<file path="src/rtl/rsa_pkg.sv">
// Shared definitions for the RSA exponentiation controller: register offsets,
// FSM state encoding and the byte-lane merge used by the register bank.
package rsa_pkg;

    localparam int RSA_WIDTH = 32;

    localparam logic [2:0] REG_CTRL   = 3'd0;
    localparam logic [2:0] REG_STATUS = 3'd1;
    localparam logic [2:0] REG_BASE   = 3'd2;
    localparam logic [2:0] REG_EXP    = 3'd3;
    localparam logic [2:0] REG_MOD    = 3'd4;
    localparam logic [2:0] REG_RESULT = 3'd5;

    typedef enum logic [2:0] {
        IDLE,
        REDUCE,
        LOOP,
        MUL,
        SQR,
        FIN
    } state_t;

    function automatic logic [31:0] merge_bytes(input logic [31:0] old_val,
                                                input logic [31:0] new_val,
                                                input logic [3:0]  lanes);
        logic [31:0] res;
        res = old_val;
        for (int i = 0; i < 4; i++) begin
            if (lanes[i]) res[8*i +: 8] = new_val[8*i +: 8];
        end
        return res;
    endfunction

endpackage

</file>
<file path="src/rtl/rsa_mod_mul.sv">
// Bit-serial modular multiplier: p = a*x mod m, scanning x MSB-first.
// The first bit is folded into the start cycle so done lands WIDTH cycles later.
module rsa_mod_mul
    import rsa_pkg::*;
#(
    parameter int WIDTH = RSA_WIDTH
) (
    input  logic             clk,
    input  logic             rst,
    input  logic             start,
    input  logic [WIDTH-1:0] a,
    input  logic [WIDTH-1:0] x,
    input  logic [WIDTH-1:0] m,
    output logic             done,
    output logic [WIDTH-1:0] p
);

    localparam int CW = $clog2(WIDTH + 1);

    logic [WIDTH+1:0] acc;
    logic [WIDTH-1:0] a_q;
    logic [WIDTH-1:0] x_q;
    logic [WIDTH-1:0] m_q;
    logic [CW-1:0]    cnt;
    logic             running;

    // acc < m and a < m keep 2*acc + a below 3m, so two conditional subtractions suffice
    function automatic logic [WIDTH+1:0] step(input logic [WIDTH+1:0] acc_in,
                                              input logic             bit_in,
                                              input logic [WIDTH-1:0] a_in,
                                              input logic [WIDTH-1:0] m_in);
        logic [WIDTH+1:0] t;
        logic [WIDTH+1:0] mw;
        mw = {2'b00, m_in};
        t  = {acc_in[WIDTH:0], 1'b0} + (bit_in ? {2'b00, a_in} : '0);
        if (t >= mw) t = t - mw;
        if (t >= mw) t = t - mw;
        return t;
    endfunction

    always_ff @(posedge clk) begin
        if (rst) begin
            acc     <= '0;
            a_q     <= '0;
            x_q     <= '0;
            m_q     <= '0;
            cnt     <= '0;
            running <= 1'b0;
        end else if (start) begin
            a_q     <= a;
            m_q     <= m;
            x_q     <= x << 1;
            acc     <= step('0, x[WIDTH-1], a, m);
            cnt     <= CW'(WIDTH - 1);
            running <= 1'b1;
        end else if (running) begin
            if (cnt != '0) begin
                acc <= step(acc, x_q[WIDTH-1], a_q, m_q);
                x_q <= x_q << 1;
                cnt <= cnt - 1'b1;
            end else begin
                running <= 1'b0;
            end
        end
    end

    assign done = running && (cnt == '0);
    assign p    = acc[WIDTH-1:0];

endmodule

</file>
<file path="src/rtl/rsa_ctrl.sv">
// Memory-mapped RSA controller: register bank, one-cycle ack handshake and the
// right-to-left square-and-multiply FSM driving one shared modular multiplier.
module rsa_ctrl
    import rsa_pkg::*;
#(
    parameter int WIDTH = RSA_WIDTH
) (
    input  logic        clk,
    input  logic        rst,
    input  logic        rsa_en,
    input  logic [31:0] addr,
    input  logic [31:0] wdata,
    input  logic [3:0]  we,
    output logic [31:0] rdata,
    output logic        ack,
    output logic        busy
);

    state_t state, state_nxt;

    logic [WIDTH-1:0] base_q, exp_q, mod_q, result_q;
    logic [WIDTH-1:0] e_q, r_q, b_q;
    logic             done_q, err_q;
    logic             mm_active, mm_start, mm_done;
    logic [WIDTH-1:0] mm_a, mm_x, mm_p;
    logic [31:0]      read_val;
    logic [2:0]       sel;
    logic             is_write, stall, accept;
    logic             start_req, start_ok, start_trivial;
    logic             unused_addr_bits;

    assign sel              = addr[4:2];
    assign unused_addr_bits = ^{addr[31:5], addr[1:0]};
    assign is_write         = (we != 4'b0000);
    assign busy             = (state != IDLE);

    // A RESULT read during a run parks the core until FIN, where r is forwarded
    assign stall         = (sel == REG_RESULT) && !is_write && busy && (state != FIN);
    assign accept        = rsa_en && !ack && !stall;
    assign start_req     = accept && is_write && (sel == REG_CTRL) && wdata[0] && (state == IDLE);
    assign start_ok      = start_req && (mod_q >= WIDTH'(2));
    assign start_trivial = start_req && (mod_q < WIDTH'(2));

    always_comb begin
        state_nxt = state;
        mm_start  = 1'b0;
        mm_a      = '0;
        mm_x      = '0;
        case (state)
            IDLE:   if (start_ok) state_nxt = REDUCE;
            REDUCE: begin
                mm_start = !mm_active;
                mm_a     = WIDTH'(1);
                mm_x     = base_q;
                if (mm_done) state_nxt = LOOP;
            end
            LOOP: begin
                if (e_q == '0)  state_nxt = FIN;
                else if (e_q[0]) state_nxt = MUL;
                else             state_nxt = SQR;
            end
            MUL: begin
                mm_start = !mm_active;
                mm_a     = r_q;
                mm_x     = b_q;
                if (mm_done) state_nxt = SQR;
            end
            SQR: begin
                mm_start = !mm_active;
                mm_a     = b_q;
                mm_x     = b_q;
                if (mm_done) state_nxt = LOOP;
            end
            FIN:     state_nxt = IDLE;
            default: state_nxt = IDLE;
        endcase
    end

    always_comb begin
        read_val = '0;
        case (sel)
            REG_STATUS: read_val = {29'b0, err_q, done_q, busy};
            REG_BASE:   read_val = 32'(base_q);
            REG_EXP:    read_val = 32'(exp_q);
            REG_MOD:    read_val = 32'(mod_q);
            REG_RESULT: read_val = (state == FIN) ? 32'(r_q) : 32'(result_q);
            default:    read_val = '0;
        endcase
    end

    rsa_mod_mul #(.WIDTH(WIDTH)) u_mul (
        .clk   (clk),
        .rst   (rst),
        .start (mm_start),
        .a     (mm_a),
        .x     (mm_x),
        .m     (mod_q),
        .done  (mm_done),
        .p     (mm_p)
    );

    always_ff @(posedge clk) begin
        if (rst) begin
            state     <= IDLE;
            mm_active <= 1'b0;
            base_q    <= '0;
            exp_q     <= '0;
            mod_q     <= '0;
            result_q  <= '0;
            e_q       <= '0;
            r_q       <= '0;
            b_q       <= '0;
            done_q    <= 1'b0;
            err_q     <= 1'b0;
        end else begin
            state <= state_nxt;
            if (mm_start)     mm_active <= 1'b1;
            else if (mm_done) mm_active <= 1'b0;
            if (start_ok) begin
                e_q    <= exp_q;
                r_q    <= WIDTH'(1);
                done_q <= 1'b0;
                err_q  <= 1'b0;
            end
            if (start_trivial) begin
                result_q <= '0;
                done_q   <= 1'b1;
                err_q    <= (mod_q == '0);
            end
            if (mm_done) begin
                case (state)
                    REDUCE:  b_q <= mm_p;
                    MUL:     r_q <= mm_p;
                    SQR: begin
                        b_q <= mm_p;
                        e_q <= e_q >> 1;
                    end
                    default: ;
                endcase
            end
            if (state == FIN) begin
                result_q <= r_q;
                done_q   <= 1'b1;
            end
            // Operand registers are frozen while a run is using them
            if (accept && is_write && !busy) begin
                case (sel)
                    REG_BASE: base_q <= WIDTH'(merge_bytes(32'(base_q), wdata, we));
                    REG_EXP:  exp_q  <= WIDTH'(merge_bytes(32'(exp_q), wdata, we));
                    REG_MOD:  mod_q  <= WIDTH'(merge_bytes(32'(mod_q), wdata, we));
                    default: ;
                endcase
            end
        end
    end

    always_ff @(posedge clk) begin
        if (rst) begin
            ack   <= 1'b0;
            rdata <= '0;
        end else begin
            ack   <= accept;
            rdata <= accept ? read_val : '0;
        end
    end

endmodule

</file>
<file path="config.mk">
export PLATFORM = sky130hd
export DESIGN_NAME = rsa_ctrl
export DESIGN_NICKNAME = d
export VERILOG_FILES = /design/src/rtl/rsa_pkg.sv /design/src/rtl/rsa_mod_mul.sv /design/src/rtl/rsa_ctrl.sv
export SDC_FILE = /design/constraint.sdc
export NUM_CORES = 1
export LEC_CHECK = 0
export ABC_AREA = 1
export BUFFER_PORTS_ARGS = -buffer_cell sky130_fd_sc_hd__buf_2
export CORE_MARGIN = 4
export CORE_UTILIZATION = 50
export DETAILED_ROUTE_END_ITERATION = 10
export PLACE_DENSITY = 0.67
export SYNTH_ARGS = -nofsm -noshare
export SYNTH_HDL_FRONTEND = slang
export SYNTH_SLANG_ARGS = --single-unit
</file>
<file path="constraint.sdc">
create_clock -name clk -period 7.6 [get_ports clk]
set_input_delay 0.76 -clock clk [delete_from_list [all_inputs] [get_ports clk]]
set_output_delay 0.76 -clock clk [all_outputs]
set_load 0.03 [all_outputs]
</file>
After elaboration in Yosys (flattened, before gate mapping)
Cells that the tools add are included.
- register bits: 398
- bits of input ports: 71
- output and inout bits: 34
- logic and storage cells: 158
- $add $sub $neg: 6
- magnitude comparators: 6
- eq/ne operators: 14
- muxes and demuxes: 49
- bitwise gates (word level): 1
- reductions and logical operators: 53
- operators with widths (operator ; count):
    $mux 32 ; 14
    $mux 34 ; 8
    $mux 33 ; 5
    $pmux 32 s5 ; 1
    $ge 34x32->1 ; 4
    $pmux 32 s3 ; 1
    $sub 34x32->34 ; 2
    $sub 33x32->33 ; 2
    $logic_not 32->1 ; 2
    $pmux 32 s2 ; 1
    $reduce_and 3->1 ; 13
    $add 34x32->34 ; 1
    $ge 32x2->1 const B ; 1
    $lt 32x2->1 const B ; 1
    $mux 3 ; 5
    $mux 5 ; 3
    $logic_and 1x1->1 ; 13
    $eq 3x2->1 const B ; 4
    $eq 3x3->1 const B ; 4
    $pmux 3 s4 ; 1
    $mux 1 ; 10
    $reduce_bool 2->1 ; 5
    $reduce_or 2->1 ; 4
    $eq 3x1->1 const B ; 2
    13 further kinds ; 22

Logic depth before layout (Yosys ltp)
- depth after elaboration: 15
- gate-level depth with buffers: 50
- gate-level depth less buffers: 47

Hierarchy
A second synthesis with hierarchy kept.
- cells, all modules: 4367
- area, all modules: 27837.9 µm²
- by module, submodules not included (module ; times used ; cells an instance ; area each (µm²) ; seq. area each (µm²)):
    rsa_mod_mul ; 1 ; 2821 ; 16702.3 ; 2702.6
    rsa_ctrl ; 1 ; 1546 ; 11135.7 ; 5265.0

Worst setup path after synthesis
No wires, ideal clock.
- path type: flip-flop to flip-flop
- start: register u_mul.x_q[31]
- end: register u_mul.acc[15]
- setup time: 0.109 ns
- arrival: 6.093 ns
- data required time: 7.491 ns
- setup slack: 1.399 ns
- stages on the path, launching flop included: 46
- buffers on the path: 5
- clock period less this slack: 6.201 ns
- path through: dfxtp_1 -> clkbuf_1 -> clkbuf_1 -> nand2_1 -> inv_1 -> ha_1 -> inv_1 -> fa_1 -> nor2_1 -> nand2_1 -> nand2_1 -> a21oi_1 -> o21ai_0 -> nand4_1 -> nand2_1 -> xor2_1 -> inv_1 -> ha_1 -> (+10 left out) -> nand2_1 -> o21ai_0 -> inv_1 -> ha_1 -> nand2_1 -> nor2_1 -> inv_1 -> nor4_1 -> nand3_1 -> o311ai_0 -> nor2_2 -> nand2_2 -> buf_2 -> nand2_1 -> nand3_1 -> nand3_1 -> nand2_1 -> inv_1
- cells in the longest elaborated chain, start to end: 13
- elaborated cells between the ends (all ways): 15
- those cells by class: add/sub: 3; order compare: 2; mux: 10
- RTL lines (item ; line ; source):
    start: declaration ; rsa_mod_mul.sv:22 ; logic [WIDTH-1:0] x_q;
    start signal: assignment ; rsa_mod_mul.sv:52 ; x_q <= x << 1;
    start signal: assignment ; rsa_mod_mul.sv:59 ; x_q <= x_q << 1;
    $mux 32 (*) ; rsa_mod_mul.sv:35 ; t = {acc_in[WIDTH:0], 1'b0} + (bit_in ? {2'b00, a_in} : '0);
    $add 34x32->34 (*) ; rsa_mod_mul.sv:35 ;
    $sub 34x32->34 or $ge 34x32->1 (tied branches) ; rsa_mod_mul.sv:36 ; if (t >= mw) t = t - mw;
    $mux 34 (*) ; rsa_mod_mul.sv:36 ;
    $mux 34 (*) ; rsa_mod_mul.sv:57 ; if (cnt != '0) begin
    $mux 34 (*) ; rsa_mod_mul.sv:56 ; end else if (running) begin
    $mux 34 (*) ; rsa_mod_mul.sv:49 ; end else if (start) begin
    $mux 34 (*) ; rsa_mod_mul.sv:42 ; if (rst) begin
    $sub 33x32->33 or $ge 34x32->1 (tied branches) ; rsa_mod_mul.sv:37 ; if (t >= mw) t = t - mw;
    $mux 33 (*) ; rsa_mod_mul.sv:37 ;
    $mux 33 (*) ; rsa_mod_mul.sv:57 ;
    $mux 33 (*) ; rsa_mod_mul.sv:56 ;
    $mux 33 (*) ; rsa_mod_mul.sv:49 ;
    end signal: assignment ; rsa_mod_mul.sv:53 ; acc <= step('0, x[WIDTH-1], a, m);
    end signal: assignment ; rsa_mod_mul.sv:58 ; acc <= step(acc, x_q[WIDTH-1], a_q, m_q);
    end: declaration ; rsa_mod_mul.sv:20 ; logic [WIDTH+1:0] acc;
Every way passes the cells marked *; elsewhere a longest branch is shown, timed or not. The select of a mux whose other input is x is not followed.
A chain may end at the register's enable or synchronous reset.

Final worst setup path
- start: register u_mul.x_q[31]
- end: register u_mul.acc[28]
The elaborated chain is that of the path after synthesis.

==> impl_metrics.tcl <==
set metrics [dict create \
    status "completed" \
    worstPathRequired_ns 8.03 \
    holdWs_ns 0.4659 \
    grt_max_degree 136 \
    period_needed_ns 7.124 \
    grt_pass1_wl_mm 142.0 \
    finalCritPeriodShare_pct 93.74 \
    synth.top_cell.area_share_pct 29.07 \
    synth-main-ff-cell "dfxtp_1" \
    arrival_ns 7.55 \
    ant_nets 0 \
    track_usage_pct 30.24 \
    drtPass1Iterations 6 \
    netlist_area_um2 27410 \
    async_reset_ff_share_pct 0 \
    overflow 0 \
    route.detailed.drc 0 \
    cp_slowest_cell "o21ai_0" \
    synth_cell_types 49 \
    cts_max_level 2 \
    end_kind "flop" \
    rows 85 \
    gp_congestion 0.9877 \
    diodes 0 \
    setup_violations 0 \
    cts_tree "built" \
    finalHoldViolCount 0 \
    nets 4516 \
    synth_edf_count 0 \
    die_y_um 242.1 \
    placedCellCount 4929 \
    synth-seq-area-share_pct 29.07 \
    antenna_found_initial 0 \
    ff2ff_path_depth 44 \
    cts_sinks 398 \
    seq_area_um2 7968 \
    routed_wl_mm 92.93 \
    synth.avg_cell_area_um2 6.448 \
    worstSetupPathType "reg2reg" \
    synth_top_cell_by_area "dfxtp_1" \
    worstSetupStartpointType "flop" \
    cts.path.max_buffers 3 \
    slowest_delay_ns 0.43 \
    numPortBuffers 75 \
    first_iter_violations 2642 \
    hold_path_class "reg2reg" \
    core-area_um2 54030 \
    first_global_vias 24693 \
    holdPathStages 1 \
    fmax_mhz 140.4 \
    multi_input_area_um2 16270 \
    area_delta_synth_final_pct 10.01 \
    dieArea_um2 58630 \
    critPathMaxFanout 13 \
    fin_skew_ns 0.02549 \
    yosys_warnings 0 \
    drt-wirelength-per-cell_um 18.56 \
    cts_buffers 43 \
    cts_hold_buf 0 \
    num_vias 27732 \
    clk_latency_ns 0.59 \
    path_clk_slew_ns 0.06 \
    postSynthNetCount 4488 \
    maxCapViolCount 0 \
    dp_slack_ns 0.2545 \
    drive_above_1_share_pct 7.421 \
    ys_seq_elements 398 \
    initial_core_util_pct 50.73 \
    synthTopCellsByArea "dfxtp_1, nand2_1, inv_1" \
    stdcell_count 5008 \
    drv_slew 0 \
    die_w_um 242.1 \
    synthCells 4251 \
    cts_root_buf "clkbuf_16" \
    routed_via_density 5.538 \
    tightest_slew_ns 1.207 \
    nFillCells 5520 \
    dpl.hpwl_mm 73.48 \
    finalWorstSetupSlack_ns 0.4760 \
    top_level_ports 105 \
    relSlewSlack_pct 19.57 \
    crit_path_frequent_cell "nand2_1" \
]
## placed cells by master (no fill, tap or decap), types with 8 or more instances in the layout
master / n
o21ai_1: 17
nand4_1: 16
a21o_1: 24
nand2_1: 868
xor2_1: 53
clkbuf_8: 10
nand3_1: 196
inv_2: 15
o221ai_1: 25
inv_1: 654
clkinv_2: 11
xnor2_1: 71
dfxtp_1: 398
nor2_1: 295
o21a_1: 11
o211ai_1: 13
a221oi_1: 33
buf_4: 83
a21oi_1: 471
buf_2: 75
mux2_2: 32
o21ai_0: 448
clkbuf_16: 43
ha_1: 161
o22ai_1: 69
nor3_1: 67
nand2_2: 8
o21bai_1: 21
nor4_1: 23
a31oi_1: 20
## synthesized netlist by cell type, types with 5 or more instances
cell      count
o21ai_0     455
a31oi_1      20
a21o_1       24
mux2_2       32
clkbuf_1    141
inv_1       655
nand4_1      16
inv_2        14
buf_1         6
o21ai_1      11
nor2_1      299
buf_2        26
o211ai_1     13
dfxtp_1     398
o21bai_1     21
or2_2         6
fa_1          5
a221oi_1     33
xor2_1       55
nand2_1     870
nor3_1       70
xnor2_1      71
nor4_1       24
a21oi_1     475
buf_4         6
o22ai_1      69
nand2_2       6
nand3b_1      6
nand3_1     197
ha_1        161
o21a_1       11
o221ai_1     25
## sequential cells by signal (all words and copies together) (netlist names), 3 cells and up
name,count
u_mul.m_q,32
u_mul.cnt,6
e_q,32
u_mul.x_q,31
u_mul.acc,33
b_q,32
u_mul.a_q,32
exp_q,32
r_q,32
state,3
result_q,32
rdata,32
mod_q,32
base_q,32
## path summary, 6_finish.rpt
check	to	slack (ns)	startpoint
setup / recovery	u_mul.acc[28]	0.48	u_mul.x_q[31]
hold / removal	u_mul.cnt[5]	0.47	u_mul.cnt[5]
setup reg to reg	u_mul.acc[28]	0.48	u_mul.x_q[31]
hold reg to reg	u_mul.cnt[5]	0.47	u_mul.cnt[5]
## worst max-delay path: cells and delay by family, from the launching register on
family | cells | cell delay, ns
fa+ha+maj | 4 | 1.33
flops | 1 | 0.33
compound gates | 8 | 1.55
simple gates | 22 | 2.46
xor+xnor | 2 | 0.29
buf+inv | 8 | 0.97
## cell families (layout without fill, tap and decap cells)
kind of cell | count (synthesis) | in the layout | synth area share, %
buffers and inverters | 853 | 914 | 11.94
adders and majority gates | 166 | 166 | 7.715
and+or+nand+nor | 1505 | 1505 | 22.54
DFF | 398 | 398 | 29.07
AOI/OAI and AO/OA | 1171 | 1171 | 23.40
muxes | 32 | 32 | 1.315
xor gates and xnor gates | 126 | 126 | 4.026
## area by class of cell
cell class              instances  share of cell area (%)
clock buffers                  58                   4.087
clock inverters                20                  0.5809
inverters                     672                   8.382
multi-input cells            3000                   53.96
flip-flops and latches        398                   26.42
well taps                     696                   2.888
repair buffers                164                   3.681
## metrics by stage
step / instance area [um^2] / TNS, ns / utilization, %
final: 30150 / 0 / 55.81
after floorplan: 27410 / 0 / -
after global placement: 28690 / 0 / 53.09
after global routing: 30150 / -0.03456 / 55.81
after detailed placement: 28690 / 0 / 53.09
after CTS: 30090 / 0 / 55.70
## per-layer routing
metal | GRT usage, % | routed length [um] | vias up | share of wire [%]
li1 | - | - | 14100 | -
met1 | 43.96 | 43770 | 12687 | 47
met2 | 46.72 | 40200 | 817 | 43
met3 | 4.593 | 6376 | 128 | 6.9
met4 | 8.195 | 2585 | 0 | 2.8
met5 | 0 | 0 | - | 0
## timing repair
| action | in CTS | in global routing |
|---|---|---|
| setup endpoints to repair | 0 | 33 |
| gates resized for setup | 0 | 19 |
| setup buffers | 0 | 1 |
Power is left out: the tool's default activity adds up to more than one toggle a clock period on the data nets, which glitch-free logic cannot reach.
